[config.mk]
export PLATFORM = sky130hd
export DESIGN_NAME = regfile_dump_ctrl_flat
export DESIGN_NICKNAME = d
export VERILOG_FILES = /design/src/rtl/regfile_dump_ctrl_if.sv /design/src/rtl/regfile_dump_ctrl.sv /design/src/flat_wrapper.sv
export SDC_FILE = /design/constraint.sdc
export NUM_CORES = 1
export LEC_CHECK = 0
export ABC_AREA = 1
export CORE_ASPECT_RATIO = 1.5
export CORE_MARGIN = 3
export CORE_UTILIZATION = 30
export DETAILED_ROUTE_END_ITERATION = 10
export GPL_TIMING_DRIVEN = 0
export SYNTH_ARGS = -nofsm -noshare
export SYNTH_HDL_FRONTEND = slang
export SYNTH_SLANG_ARGS = --single-unit
export TNS_END_PERCENT = 50
[constraint.sdc]
create_clock -name clk -period 1.2 [get_ports clk]
set_input_delay 0.12 -clock clk [delete_from_list [all_inputs] [get_ports clk]]
set_output_delay 0.12 -clock clk [all_outputs]
set_load 0.02 [all_outputs]
[src/rtl/regfile_dump_ctrl_if.sv]
// Control and debug-stream bundle for the register file dump walker.
// The master side is the walker; the slave side is the register file and the debug sink.
interface regfile_dump_ctrl_if #(
    parameter int ADDR_W = 5,
    parameter int DATA_W = 32
);
    logic              start;
    logic              busy;
    logic              done;
    logic [ADDR_W-1:0] rd_addr;
    logic [DATA_W-1:0] rd_data;
    logic              dump_valid;
    logic              dump_ready;
    logic [ADDR_W-1:0] dump_addr;
    logic [DATA_W-1:0] dump_data;
    logic              dump_last;

    modport master (
        input  start,
        output busy,
        output done,
        output rd_addr,
        input  rd_data,
        output dump_valid,
        input  dump_ready,
        output dump_addr,
        output dump_data,
        output dump_last
    );

    modport slave (
        output start,
        input  busy,
        input  done,
        input  rd_addr,
        output rd_data,
        input  dump_valid,
        output dump_ready,
        input  dump_addr,
        input  dump_data,
        input  dump_last
    );
endinterface

[src/rtl/regfile_dump_ctrl.sv]
// Walks the register file through one read port and streams (index, value) beats
// on a valid/ready channel; one beat per READ_LAT+2 cycles when the sink never stalls.
module regfile_dump_ctrl #(
    parameter int NUM_REGS = 32,
    parameter int ADDR_W   = 5,
    parameter int DATA_W   = 32,
    parameter int READ_LAT = 1,
    parameter bit SKIP_X0  = 1'b0
) (
    input  logic                clk,
    input  logic                rst,
    regfile_dump_ctrl_if.master bus
);
    localparam logic [2:0] S_IDLE  = 3'd0;
    localparam logic [2:0] S_ISSUE = 3'd1;
    localparam logic [2:0] S_WAIT  = 3'd2;
    localparam logic [2:0] S_SEND  = 3'd3;
    localparam logic [2:0] S_FIN   = 3'd4;

    // READ_LAT is capped at 4, so the remaining-wait count fits in two bits
    localparam int                CNT_W     = 2;
    localparam logic [CNT_W-1:0]  WAIT_INIT = CNT_W'(READ_LAT - 1);
    localparam logic [ADDR_W-1:0] FIRST_IDX = SKIP_X0 ? ADDR_W'(1) : '0;
    localparam logic [ADDR_W-1:0] LAST_IDX  = ADDR_W'(NUM_REGS - 1);

    if (NUM_REGS > (1 << ADDR_W)) begin : g_bad_num_regs
        $error("regfile_dump_ctrl: NUM_REGS does not fit in ADDR_W bits");
    end
    if (READ_LAT < 1 || READ_LAT > 4) begin : g_bad_read_lat
        $error("regfile_dump_ctrl: READ_LAT must be 1..4");
    end

    logic [2:0]        state;
    logic [ADDR_W-1:0] idx;
    logic [CNT_W-1:0]  cnt;
    logic              busy_q;
    logic              done_q;
    logic [ADDR_W-1:0] rd_addr_q;
    logic              valid_q;
    logic [ADDR_W-1:0] addr_q;
    logic [DATA_W-1:0] data_q;
    logic              last_q;

    always_ff @(posedge clk or negedge rst) begin
        if (!rst) begin
            state     <= S_IDLE;
            idx       <= '0;
            cnt       <= '0;
            busy_q    <= 1'b0;
            done_q    <= 1'b0;
            rd_addr_q <= '0;
            valid_q   <= 1'b0;
            addr_q    <= '0;
            data_q    <= '0;
            last_q    <= 1'b0;
        end else begin
            done_q <= 1'b0;
            case (state)
                S_IDLE: begin
                    if (bus.start) begin
                        idx    <= FIRST_IDX;
                        busy_q <= 1'b1;
                        state  <= S_ISSUE;
                    end
                end
                S_ISSUE: begin
                    rd_addr_q <= idx;
                    cnt       <= WAIT_INIT;
                    state     <= S_WAIT;
                end
                S_WAIT: begin
                    // rd_addr has been stable for READ_LAT edges when cnt reaches zero
                    if (cnt == '0) begin
                        data_q  <= bus.rd_data;
                        addr_q  <= idx;
                        valid_q <= 1'b1;
                        last_q  <= (idx == LAST_IDX);
                        state   <= S_SEND;
                    end else begin
                        cnt <= cnt - 1'b1;
                    end
                end
                S_SEND: begin
                    if (bus.dump_ready) begin
                        valid_q <= 1'b0;
                        last_q  <= 1'b0;
                        if (last_q) begin
                            state <= S_FIN;
                        end else begin
                            idx   <= idx + 1'b1;
                            state <= S_ISSUE;
                        end
                    end
                end
                S_FIN: begin
                    done_q <= 1'b1;
                    busy_q <= 1'b0;
                    state  <= S_IDLE;
                end
                default: state <= S_IDLE;
            endcase
        end
    end

    assign bus.busy       = busy_q;
    assign bus.done       = done_q;
    assign bus.rd_addr    = rd_addr_q;
    assign bus.dump_valid = valid_q;
    assign bus.dump_addr  = addr_q;
    assign bus.dump_data  = data_q;
    assign bus.dump_last  = last_q;

    a_valid_busy: assert property (@(posedge clk) disable iff (!rst) valid_q |-> busy_q);
    a_beat_hold: assert property (@(posedge clk) disable iff (!rst)
        (valid_q && !bus.dump_ready) |=> (valid_q && $stable(data_q) && $stable(addr_q)));
endmodule

[src/flat_wrapper.sv]
// flat-port wrapper written by rule: the top's interface ports become plain ports
module regfile_dump_ctrl_flat 
#(
    parameter int NUM_REGS = 32,
    parameter int ADDR_W   = 5,
    parameter int DATA_W   = 32,
    parameter int READ_LAT = 1,
    parameter bit SKIP_X0  = 1'b0
)
  (clk, rst, bus_start, bus_busy, bus_done, bus_rd_addr, bus_rd_data, bus_dump_valid, bus_dump_ready, bus_dump_addr, bus_dump_data, bus_dump_last);
  regfile_dump_ctrl_if #(.ADDR_W(ADDR_W), .DATA_W(DATA_W)) bus_i ();
  input  logic clk;
  input  logic rst;
  input wire logic [$bits(bus_i.start)-1:0] bus_start;
  output wire logic [$bits(bus_i.busy)-1:0] bus_busy;
  output wire logic [$bits(bus_i.done)-1:0] bus_done;
  output wire logic [$bits(bus_i.rd_addr)-1:0] bus_rd_addr;
  input wire logic [$bits(bus_i.rd_data)-1:0] bus_rd_data;
  output wire logic [$bits(bus_i.dump_valid)-1:0] bus_dump_valid;
  input wire logic [$bits(bus_i.dump_ready)-1:0] bus_dump_ready;
  output wire logic [$bits(bus_i.dump_addr)-1:0] bus_dump_addr;
  output wire logic [$bits(bus_i.dump_data)-1:0] bus_dump_data;
  output wire logic [$bits(bus_i.dump_last)-1:0] bus_dump_last;
  assign bus_i.start = bus_start;
  assign bus_busy = bus_i.busy;
  assign bus_done = bus_i.done;
  assign bus_rd_addr = bus_i.rd_addr;
  assign bus_i.rd_data = bus_rd_data;
  assign bus_dump_valid = bus_i.dump_valid;
  assign bus_i.dump_ready = bus_dump_ready;
  assign bus_dump_addr = bus_i.dump_addr;
  assign bus_dump_data = bus_i.dump_data;
  assign bus_dump_last = bus_i.dump_last;
  regfile_dump_ctrl #(.NUM_REGS(NUM_REGS), .ADDR_W(ADDR_W), .DATA_W(DATA_W), .READ_LAT(READ_LAT), .SKIP_X0(SKIP_X0)) u_core (.clk(clk), .rst(rst), .bus(bus_i));
endmodule
==> impl_results.md <==
- Status: complete, but fails checks
- Violated checks: setup timing
- F_max: 793 MHz
- Slew HR: 0.462
- Critical path launch point type: flip-flop
- Initial core utilization: 0.317
- Pre-antenna DRT Iters: 4
- Longest Clk Path Bufs: 2
- Number of global-route vias before repair: 2071
- Post-Syn Area: 2350 um2
- First-pass GRT wire length: 9690 um
- TritonCTS Buffers: 5
- Via density: 4.23
- R2R cell count: 7
- Number of I/O port buffers: 81
- H-tree depth: 2
- PnR worst setup slack: -0.0607 ns
- Area leader, netlist: dfrtp_1
- Root Buffer: clkbuf_8
- Core ar.: 7420 um2
- Routed WL: 5610 um
- Total gr overflow: 0
- Post-route DRC violation count: 0
- Final Wtd Congestion: 0.720
- I/O pins: 82
- Syn Inst Count: 267
- P&R area growth vs syn: 48.3%
- Layout Nets: 406
- Setup TNS: -0.361 ns
- Clock Latency Late Sink: 0.31 ns
- Max IR drop VDD: 892 uV
- CP endpoint kind: flip-flop
- Max_cap viols: 0
- Die area: 8960 um2
- CTS tree: built
- Register area share after synthesis: 0.596
- RSZ-0062 raised after global routing: yes
- Final Max Tran Viols: 0
- Avg Cell Area, Syn: 8.81 um2
- Vias: 1978
- Top cell type's share of synthesized area: 0.596
- Crit-path cells: ha_2 > nand2_1 > nor2_2 > ha_1 > nand2_1 > nand3b_1 > nand2_1
- Antenna cells: 0
- Hold Path Depth: 3
- CTS Sinks: 56
- Worst path slowest cell: dfrtp_1
- Initial antenna violation count: 0
- Initial DRC Count: 87
- Post-DP HPWL: 4140 um
- Worst Path Buf+Inv: 0
- Worst-margin pin slew: 0.807 ns
- Syn nets: 306
- Die Y: 114 um
- DP Worst Slack: -0.178 ns
- Post-route minimum period: 1.26 ns
- # fillers: 780
- Worst Hold Slack: 0.327 ns
- CP Class: reg -> reg
- WP depth: 7
- Leakage power total: 1.82 nW
- Hold Path Class: in -> reg
- Site row count: 38
- Finished Core Util: 0.470
- CP Data Required Time: 1.46 ns
- Data arrival, critical path: 1.52 ns
- Fin Clk Skew: 0.00393 ns
- Routed len/inst: 12.0 um
- Routed Antenna Nets: 0
- Largest net degree at the start of global routing: 36
- Fin crit share: 1.05
- Clk pin slew, worst setup/hold paths: 0.10 ns
- Total track usage: 0.136
- CP delay by family, top: adder cells
- Syn. warnings: 0
- Share of layout cells above drive strength 1: 0.147
- Final Hold Fails: 0
- Unique masters post-synth: 21
- Yosys reg bits: 56
- Crit-path max FO: 2
- Setup Viol. Count Final: 22
- Die X: 78.3 um
- Most frequent CP cell: nand2_1
- Critical path's largest stage delay: 0.40 ns
- Total Power: 0.00823 W
- Synth area leaders: dfrtp_1 60%, nand2_1 22%, inv_1 2.1%
- Power Dens Cells: 2360 nW/um2
## registers in the layout, indices dropped and copies added, names as in the netlist
signal / flops
u_core.bus.busy: 1
u_core.bus.done: 1
u_core.bus.dump_addr: 5
u_core.bus.dump_data: 32
u_core.bus.dump_last: 1
u_core.bus.dump_valid: 1
u_core.bus.rd_addr: 5
u_core.cnt: 2
u_core.idx: 5
u_core.state: 3
## worst reg2reg max path, cell delays in order (launching register included)
cell and delay [ns]:
dfrtp_1 0.40, ha_2 0.19, nand2_1 0.07, nor2_2 0.04, ha_1 0.26, nand2_1 0.04
nand3b_1 0.14, nand2_1 0.06
## layout make-up
cell class / count / area, um2 / share of cell area
clock inverter: 2 / 10.0 / 0.00287
inverter: 16 / 67.6 / 0.0194
timing repair buffer: 93 / 851 / 0.244
multi-input combinational: 187 / 857 / 0.246
sequential: 56 / 1400 / 0.403
buffer: 8 / 90.1 / 0.0258
tap: 100 / 125 / 0.0359
clock buffer: 6 / 82.6 / 0.0237
## path summary, 6_finish.rpt
kind	start	end	slack, ns
worst max-delay path	u_core.idx[0]	u_core.idx[4]	-0.06
worst min-delay path	bus_rd_data[23]	u_core.bus.dump_data[23]	0.33
worst min register to register	u_core.bus.dump_data[3]	u_core.bus.dump_data[3]	0.48
worst max register to register	u_core.idx[0]	u_core.idx[4]	-0.06
max in group asynchronous	rst	u_core.state[0]	0.17
min in group asynchronous	rst	u_core.bus.dump_data[30]	0.43
## Yosys cell counts, drive strengths merged
library cell,number
nor2,11
nor3,1
nand3,7
nand2,144
xnor2,1
ha,3
inv,16
clkbuf,1
nand3b,3
dfrtp,56
buf,7
nand4,1
a21oi,1
o21ai,15
## layout by cell type (no fill, tap or decap), drive strengths merged
| cell | netlist | routed |
|---|---|---|
| a21oi | 1 | 1 |
| buf | 7 | 20 |
| clkbuf | 1 | 7 |
| clkdlybuf4s15 | 0 | 3 |
| clkdlybuf4s50 | 0 | 34 |
| clkinv | 0 | 2 |
| dfrtp | 56 | 56 |
| dlygate4sd2 | 0 | 42 |
| dlygate4sd3 | 0 | 1 |
| ha | 3 | 3 |
| inv | 16 | 16 |
| nand2 | 144 | 144 |
| nand3 | 7 | 7 |
| nand3b | 3 | 3 |
| nand4 | 1 | 1 |
| nor2 | 11 | 11 |
| nor3 | 1 | 1 |
| o21ai | 15 | 15 |
| xnor2 | 1 | 1 |
## power by group
group          internal (W)  switching (W)
clock              0.000462       0.000610
combinational       0.00167        0.00252
sequential          0.00258       0.000386
## timing repair
item | CTS | global route
setup endpoints to repair | 99 | 58
gates cloned | 1 | 0
buffers inserted | 9 | 0
hold buffers | 1 | 0
pin swaps | 3 | 4
resized for setup | 54 | 29
hold endpoints to repair | 34 | 0
## kinds of logic (layout without fill, tap and decap cells)
group | after synthesis | count (layout) | share of synthesized area
AO/OA/AOI/OAI | 16 | 16 | 0.0341
XOR/XNOR | 1 | 1 | 0.00373
adder cells (fa/ha/maj) | 3 | 3 | 0.0160
buffers and inverters | 24 | 125 | 0.0522
flip-flops | 56 | 56 | 0.596
AND/OR/NAND/NOR | 167 | 167 | 0.298
## metrics by stage
stage | instance area, um2 | cells
detailed placement | 3300 | 449
floorplan | 2350 | 267
finish | 3490 | 468
CTS | 3440 | 468
global route | 3490 | 468
global placement | 3290 | 448
## routing by layer
layer  vias to the layer above  global-route usage  routed length [um]
met1                       898               0.163                2380
met2                        56               0.240                2880
li1                       1018                   -                   -
met4                         0              0.0420                  78
met5                         -                   0                   0
met3                         6              0.0307                 272
Note: power is estimated with default switching activity, not from simulation.
